[src/rtl/codec_cfg_pkg.sv]
// Shared types, default WM8731 register table and byte formatting for the
// codec configuration sequencer.
package codec_cfg_pkg;

    localparam logic [6:0] DEV_ADDR_DEFAULT = 7'h1A;

    typedef enum logic [2:0] {
        IDLE,
        ISSUE,
        WAIT_RSP,
        GAP,
        DONE,
        ERROR
    } state_t;

    typedef struct packed {
        logic [6:0] reg_addr;
        logic [8:0] reg_data;
    } cfg_word_t;

    // Reset, power, paths, format, sampling, headphone level, then activate.
    localparam cfg_word_t CFG_TABLE [0:15] = '{
        cfg_word_t'(16'h1E00),
        cfg_word_t'(16'h0C10),
        cfg_word_t'(16'h0812),
        cfg_word_t'(16'h0A00),
        cfg_word_t'(16'h0E0A),
        cfg_word_t'(16'h1000),
        cfg_word_t'(16'h0579),
        cfg_word_t'(16'h1201),
        cfg_word_t'(16'h0017),
        cfg_word_t'(16'h0217),
        cfg_word_t'(16'h0679),
        cfg_word_t'(16'h0C00),
        cfg_word_t'(16'h1201),
        cfg_word_t'(16'h1201),
        cfg_word_t'(16'h1201),
        cfg_word_t'(16'h1201)
    };

    function automatic logic [7:0] cfg_byte(input logic [6:0] dev_addr,
                                            input cfg_word_t  word,
                                            input logic [1:0] byte_sel);
        logic [7:0] result;
        case (byte_sel)
            2'd0:    result = {dev_addr, 1'b0};
            2'd1:    result = {word.reg_addr, word.reg_data[8]};
            default: result = word.reg_data[7:0];
        endcase
        return result;
    endfunction

endpackage

[src/rtl/codec_cfg_sequencer_if.sv]
// Byte-command / byte-response link between the sequencer and the I2C byte engine.
interface codec_cfg_sequencer_if;

    logic       cmd_valid;
    logic       cmd_ready;
    logic       cmd_start;
    logic       cmd_stop;
    logic [7:0] cmd_data;
    logic       rsp_valid;
    logic       rsp_nack;

    modport master (
        output cmd_valid, cmd_start, cmd_stop, cmd_data,
        input  cmd_ready, rsp_valid, rsp_nack
    );

    modport slave (
        input  cmd_valid, cmd_start, cmd_stop, cmd_data,
        output cmd_ready, rsp_valid, rsp_nack
    );

endinterface

[src/rtl/codec_cfg_rom.sv]
// Combinational lookup of one configuration word from the shared codec table.
module codec_cfg_rom
    import codec_cfg_pkg::*;
(
    input  logic [3:0] index_i,
    output cfg_word_t  word_o
);

    assign word_o = CFG_TABLE[index_i];

endmodule

[src/rtl/codec_cfg_sequencer.sv]
// Walks the codec register table, sending each word as a three-byte I2C write
// with per-word NACK retries and an idle gap between transactions.
module codec_cfg_sequencer
    import codec_cfg_pkg::*;
#(
    parameter int         NUM_REGS   = 8,
    parameter logic [6:0] DEV_ADDR   = DEV_ADDR_DEFAULT,
    parameter int         MAX_RETRY  = 3,
    parameter int         GAP_CYCLES = 16
) (
    input  logic                         clk,
    input  logic                         reset_n,
    input  logic                         start,
    codec_cfg_sequencer_if.master        bus,
    output logic                         busy,
    output logic                         config_done,
    output logic                         config_error,
    output logic [3:0]                   err_index
);

    localparam int GAP_EFF     = (GAP_CYCLES < 1) ? 1 : GAP_CYCLES;
    localparam int GAP_W       = $clog2(GAP_EFF + 1);
    localparam int RETRY_W_RAW = $clog2(MAX_RETRY + 1);
    localparam int RETRY_W     = (RETRY_W_RAW < 1) ? 1 : RETRY_W_RAW;

    localparam logic [3:0]         LAST_INDEX = 4'(NUM_REGS - 1);
    localparam logic [GAP_W-1:0]   GAP_LAST   = GAP_W'(GAP_EFF - 1);
    localparam logic [RETRY_W-1:0] RETRY_MAX  = RETRY_W'(MAX_RETRY);

    if (NUM_REGS < 1 || NUM_REGS > 16) begin : g_bad_num_regs
        $error("codec_cfg_sequencer: NUM_REGS must be between 1 and 16");
    end

    state_t             state_q;
    logic [3:0]         index_q;
    logic [1:0]         byte_q;
    logic [1:0]         byte_d;
    logic [RETRY_W-1:0] retry_q;
    logic [GAP_W-1:0]   gap_cnt_q;
    logic               cmd_start_q;
    logic               cmd_stop_q;
    logic [7:0]         cmd_data_q;
    logic               config_done_q;
    logic               config_error_q;
    logic [3:0]         err_index_q;
    cfg_word_t          cur_word;

    codec_cfg_rom u_rom (
        .index_i (index_q),
        .word_o  (cur_word)
    );

    assign byte_d = byte_q + 2'd1;

    // The command byte is loaded on the edge that enters ISSUE so it stays put until accepted;
    // index returns to 0 on the way back to IDLE so the ROM already points at word 0 for the next pass.
    always_ff @(posedge clk or negedge reset_n) begin
        if (!reset_n) begin
            state_q        <= IDLE;
            index_q        <= 4'd0;
            byte_q         <= 2'd0;
            retry_q        <= '0;
            gap_cnt_q      <= '0;
            cmd_start_q    <= 1'b0;
            cmd_stop_q     <= 1'b0;
            cmd_data_q     <= 8'h00;
            config_done_q  <= 1'b0;
            config_error_q <= 1'b0;
            err_index_q    <= 4'd0;
        end else begin
            case (state_q)
                IDLE: begin
                    if (start) begin
                        state_q        <= ISSUE;
                        index_q        <= 4'd0;
                        byte_q         <= 2'd0;
                        retry_q        <= '0;
                        config_done_q  <= 1'b0;
                        config_error_q <= 1'b0;
                        err_index_q    <= 4'd0;
                        cmd_start_q    <= 1'b1;
                        cmd_stop_q     <= 1'b0;
                        cmd_data_q     <= cfg_byte(DEV_ADDR, cur_word, 2'd0);
                    end
                end
                ISSUE: begin
                    if (bus.cmd_ready) begin
                        state_q     <= WAIT_RSP;
                        cmd_start_q <= 1'b0;
                        cmd_stop_q  <= 1'b0;
                        cmd_data_q  <= 8'h00;
                    end
                end
                WAIT_RSP: begin
                    if (bus.rsp_valid) begin
                        if (!bus.rsp_nack) begin
                            if (byte_q != 2'd2) begin
                                state_q     <= ISSUE;
                                byte_q      <= byte_d;
                                cmd_start_q <= 1'b0;
                                cmd_stop_q  <= (byte_d == 2'd2);
                                cmd_data_q  <= cfg_byte(DEV_ADDR, cur_word, byte_d);
                            end else if (index_q == LAST_INDEX) begin
                                state_q       <= DONE;
                                config_done_q <= 1'b1;
                            end else begin
                                state_q   <= GAP;
                                index_q   <= index_q + 4'd1;
                                byte_q    <= 2'd0;
                                retry_q   <= '0;
                                gap_cnt_q <= '0;
                            end
                        end else if (retry_q < RETRY_MAX) begin
                            state_q   <= GAP;
                            retry_q   <= retry_q + RETRY_W'(1);
                            byte_q    <= 2'd0;
                            gap_cnt_q <= '0;
                        end else begin
                            state_q        <= ERROR;
                            config_error_q <= 1'b1;
                            err_index_q    <= index_q;
                        end
                    end
                end
                GAP: begin
                    if (gap_cnt_q == GAP_LAST) begin
                        state_q     <= ISSUE;
                        cmd_start_q <= 1'b1;
                        cmd_stop_q  <= 1'b0;
                        cmd_data_q  <= cfg_byte(DEV_ADDR, cur_word, 2'd0);
                    end else begin
                        gap_cnt_q <= gap_cnt_q + GAP_W'(1);
                    end
                end
                DONE, ERROR: begin
                    state_q <= IDLE;
                    index_q <= 4'd0;
                    byte_q  <= 2'd0;
                    retry_q <= '0;
                end
                default: state_q <= IDLE;
            endcase
        end
    end

    assign bus.cmd_valid = (state_q == ISSUE);
    assign bus.cmd_start = cmd_start_q;
    assign bus.cmd_stop  = cmd_stop_q;
    assign bus.cmd_data  = cmd_data_q;
    assign busy          = (state_q == ISSUE) || (state_q == WAIT_RSP) || (state_q == GAP);
    assign config_done   = config_done_q;
    assign config_error  = config_error_q;
    assign err_index     = err_index_q;

endmodule

[src/flat_wrapper.sv]
// flat-port wrapper written by rule: the top's interface ports become plain ports
module codec_cfg_sequencer_flat import codec_cfg_pkg::*;
#(
    parameter int         NUM_REGS   = 8,
    parameter logic [6:0] DEV_ADDR   = DEV_ADDR_DEFAULT,
    parameter int         MAX_RETRY  = 3,
    parameter int         GAP_CYCLES = 16
)
  (clk, reset_n, start, busy, config_done, config_error, err_index, bus_cmd_valid, bus_cmd_start, bus_cmd_stop, bus_cmd_data, bus_cmd_ready, bus_rsp_valid, bus_rsp_nack);
  codec_cfg_sequencer_if bus_i ();
  input  logic clk;
  input  logic reset_n;
  input  logic start;
  output logic busy;
  output logic config_done;
  output logic config_error;
  output logic [3:0] err_index;
  output wire logic [$bits(bus_i.cmd_valid)-1:0] bus_cmd_valid;
  output wire logic [$bits(bus_i.cmd_start)-1:0] bus_cmd_start;
  output wire logic [$bits(bus_i.cmd_stop)-1:0] bus_cmd_stop;
  output wire logic [$bits(bus_i.cmd_data)-1:0] bus_cmd_data;
  input wire logic [$bits(bus_i.cmd_ready)-1:0] bus_cmd_ready;
  input wire logic [$bits(bus_i.rsp_valid)-1:0] bus_rsp_valid;
  input wire logic [$bits(bus_i.rsp_nack)-1:0] bus_rsp_nack;
  assign bus_cmd_valid = bus_i.cmd_valid;
  assign bus_cmd_start = bus_i.cmd_start;
  assign bus_cmd_stop = bus_i.cmd_stop;
  assign bus_cmd_data = bus_i.cmd_data;
  assign bus_i.cmd_ready = bus_cmd_ready;
  assign bus_i.rsp_valid = bus_rsp_valid;
  assign bus_i.rsp_nack = bus_rsp_nack;
  codec_cfg_sequencer #(.NUM_REGS(NUM_REGS), .DEV_ADDR(DEV_ADDR), .MAX_RETRY(MAX_RETRY), .GAP_CYCLES(GAP_CYCLES)) u_core (.clk(clk), .reset_n(reset_n), .start(start), .bus(bus_i), .busy(busy), .config_done(config_done), .config_error(config_error), .err_index(err_index));
endmodule
[config.mk]
export PLATFORM = sky130hd
export DESIGN_NAME = codec_cfg_sequencer_flat
export DESIGN_NICKNAME = d
export VERILOG_FILES = /design/src/rtl/codec_cfg_pkg.sv /design/src/rtl/codec_cfg_sequencer_if.sv /design/src/rtl/codec_cfg_rom.sv /design/src/rtl/codec_cfg_sequencer.sv /design/src/flat_wrapper.sv
export SDC_FILE = /design/constraint.sdc
export NUM_CORES = 1
export LEC_CHECK = 0
export ABC_AREA = 1
export CORE_AREA = 4 4 71 53
export DETAILED_ROUTE_END_ITERATION = 8
export DIE_AREA = 0 0 75 57
export DONT_BUFFER_PORTS = 1
export PLACE_DENSITY_LB_ADDON = 0.2
export SYNTH_ARGS = -nofsm -noshare
export SYNTH_HDL_FRONTEND = slang
export SYNTH_SLANG_ARGS = --single-unit
[constraint.sdc]
create_clock -name clk -period 2.8 [get_ports clk]
set_input_delay 0.56 -clock clk [delete_from_list [all_inputs] [get_ports clk]]
set_output_delay 0.56 -clock clk [all_outputs]
set_load 0.01 [all_outputs]
==> results.ini <==
[place]
placed_area_sq_um = 2050
hpwlAfterDp_um = 3320
final_estimated_routing_congestion_in_global_placement = 0.956
numPortBuffers = 0

[critical_path]
worst-path-max-fanout = 6
r2r_setup_slack_ps = 950
setup_cp_type = flop to flop
crit_arrival_ps = 2070
family_with_the_most_delay_on_the_worst_path = simple AND/OR/NAND/NOR gates
reg2reg_depth = 12
crit_slowest_cell = dfrtp_1
cp_launch_type = flop
cp.depth = 12
worstPathCellList = ha_1 -> nand2_1 -> nor2_1 -> ha_1 -> inv_1 -> nand2_2 -> nand2_1 -> nor2_1 -> nand3_1 -> nand2_1 -> inv_1 -> nand2_1
regToRegStartpoint = u_core.gap_cnt_q[0]
critPathMostFrequentCell = nand2_1
critical_path.n_buffers_inverters = 2
worst_ep_required_time_ps = 3020
cp_slowest_stage_delay_ps = 370
end_kind = flop
regToRegEndpoint = u_core.bus.cmd_data[4]

[outcome]
run_status = finished clean

[clocking]
cts_setup_buffers = 0
clk_root_buffer_cell = clkbuf_8
clock_tree.buffer_depth = 2
insertion_delay_ps = 280
cts_made_buffers = 5
h-tree-depth = 2
post_cts_resized = 0
cts_tree = built
cts.reportedPaths.clkPinSlew_ps = 70
cts.sink_count = 31

[detailed_routing]
postRouteWirelength_um = 4430
dr_total_vias = 1777
antenna_violating_nets_post_route = 0
post-route-drc-count = 0
wire_length_per_cell_after_detailed_routing_um = 13.7
routed_via_density = 5.50
detailedRoute.firstIterationViolations = 209
detailedRoute.firstPassIterationCount = 4

[finish]
stdcell_area_sq_um = 2150
proportion_of_layout_cells_with_a_drive_suffix_above_1 = 0.126
layout.filler_cells = 255
multiInputGateArea_sq_um = 1110
most-common-layout-cells = nand2_1, dfrtp_1, inv_1, nor2_1, nand3_1
area_growth_pct = 6.04
diodes = 0
finish.net_count = 302
layout.core_utilization = 0.698
most_frequent_standard_cell_in_the_layout_excluding_fill_and_tap_cells = nand2_1
register_area_sq_um = 776

[global_route]
grt_first_pass_wirelength_um = 7400
largest_net_degree_at_the_start_of_global_routing = 32
grt_util_all_layers = 0.226
grt_overflow_total = 0
number_of_antenna_violations_at_the_first_check_in_global_routing = 0
vias_in_the_first_global_route = 1622

[floorplan]
row_count = 17
pin_count = 24
core_area_sq_um = 3080
die_y_um = 57
dieArea_sq_um = 4280
die-width_um = 75
floorplan.initialDensity = 0.658

[synthesis]
syn-mean-instance-area_sq_um = 7.25
yosys.cell_types.count = 30
netlist_area_sq_um = 2030
synth_top_family_by_area = simple AND/OR/NAND/NOR gates
synth_compound_area_frac = 0.104
synthSimpleGateAreaFrac = 0.356
synth-xor-area-share = 0.0129
synthesis.nets = 298
ys_ff_latch = 31
synth_adder_area_share = 0.0739
post_synth_mux_area_share = 0
synth.yosys.seq_area_share = 0.382
yosys_warnings = 0
syn-instance-count = 280

[power_and_ir_drop]
sequential_share_of_power = 0.336
combinationalPowerShare = 0.507
irDropWorstVdd_mv = 0.563
sw_frac_of_total = 0.491
cellPowerDensity_nw_per_um2 = 989
total_leakage_power_nw = 1.07
power_frac_clock = 0.157
switchingPower_mw = 1.05
cell_internal_pwr_mw = 1.08
total_power_mw = 2.13

[worst_hold_path]
hold_path_class = input pin to asynchronous set/reset pin

[run]
cap_viol_max_count = 0

[sta]
skew_ps = 9.31
final_hold_violation_count = 0
finalSetupTns_ps = 0
hold_ws_ps = 87.7
finalCriticalPeriod_ps = 1850
drv_slew = 0
layout_worst_path_cycle_share = 0.661
fmax_mhz = 540
rsz0062_at_grt = no
finalSetupViolCount = 0

per-stage QoR:
step	worst slack (ps)	instances
global route	766	323
detailed placement	998	314
global placement	1050	314
floorplan	1250	280
finish	949	323
CTS	963	323
power groups by stage:
| stage | Sequential [mW] | Combinational [mW] | Clock, mW |
|---|---|---|---|
| global placement | 0.718 | 1.03 | 0 |
| CTS | 0.714 | 1.07 | 0.341 |
| finish | 0.715 | 1.08 | 0.335 |
| detailed placement | 0.722 | 1.04 | 0 |
| global route | 0.735 | 1.22 | 0.363 |
| floorplan | 0.690 | 0.869 | 0 |
kinds of logic after synthesis:
logic type / Yosys count
flops: 31
compound gates: 37
fa+ha+maj: 12
simple gates: 162
buf+inv: 34
xor+xnor: 3
other cells: 1
synth_stat cells:
cell type / n / area (sq um)
o21ai_1: 3 / 15.0
a31oi_1: 1 / 6.26
dfrtp_1: 31 / 776
buf_6: 1 / 11.3
buf_4: 1 / 7.51
o21bai_1: 1 / 7.51
nand3_1: 25 / 125
nand3b_1: 1 / 7.51
a21oi_1: 4 / 20.0
xor2_1: 2 / 17.5
a21oi_2: 1 / 8.76
o22ai_1: 1 / 6.26
conb_1: 1 / 3.75
nand3_2: 2 / 20.0
nor2_4: 3 / 33.8
nand2_2: 8 / 50.1
nand2_1: 89 / 334
o21a_1: 2 / 15.0
o21ai_0: 21 / 105
inv_1: 26 / 97.6
ha_1: 12 / 150
buf_2: 2 / 10.0
or2_0: 1 / 6.26
xnor2_1: 1 / 8.76
nor2_1: 26 / 97.6
inv_2: 4 / 15.0
o21ai_2: 3 / 26.3
nor2_2: 5 / 31.3
nand4_1: 1 / 6.26
nand2_4: 1 / 11.3
layout make-up:
cell class	instances	share of cell area
sequential	31	0.360
timing repair buffer	1	0.00930
multi-input combinational	215	0.517
clock inverter	3	0.00697
tap	38	0.0221
clock buffer	5	0.0320
inverter	30	0.0523
state kept, by name (all words and copies together) (netlist names):
signal                flops
u_core.index_q            4
u_core.byte_q             2
u_core.config_error       1
u_core.config_done        1
u_core.gap_cnt_q          5
u_core.bus.cmd_data       7
u_core.bus.cmd_stop       1
u_core.state_q            3
u_core.bus.cmd_start      1
u_core.retry_q            2
u_core.err_index          4
metal layers:
metal	GRT usage	wire length, um	vias to the layer above
met2	0.323	1850	57
met5	0	0	-
met4	0.0533	31	0
met1	0.338	2230	818
met3	0.0651	321	4
li1	-	-	898
timing repair:
item	4_1_cts	5_1_grt
endpoints found under the hold margin	31	0
hold buffers	1	0
setup endpoints to repair	0	0
worst max path at each step:
stage	from	endpoint	slack (ps)
after detailed placement	u_core.gap_cnt_q[0]	u_core.bus.cmd_data[4]	1000
final	u_core.gap_cnt_q[0]	u_core.bus.cmd_data[4]	950
after global placement	u_core.gap_cnt_q[0]	u_core.bus.cmd_data[4]	1050
after floorplan	u_core.gap_cnt_q[0]	u_core.gap_cnt_q[0]	1250
after CTS	u_core.state_q[0]	bus_cmd_valid	960
after global routing	u_core.gap_cnt_q[1]	u_core.bus.cmd_data[1]	770
Power figures use the tool's default switching activity.
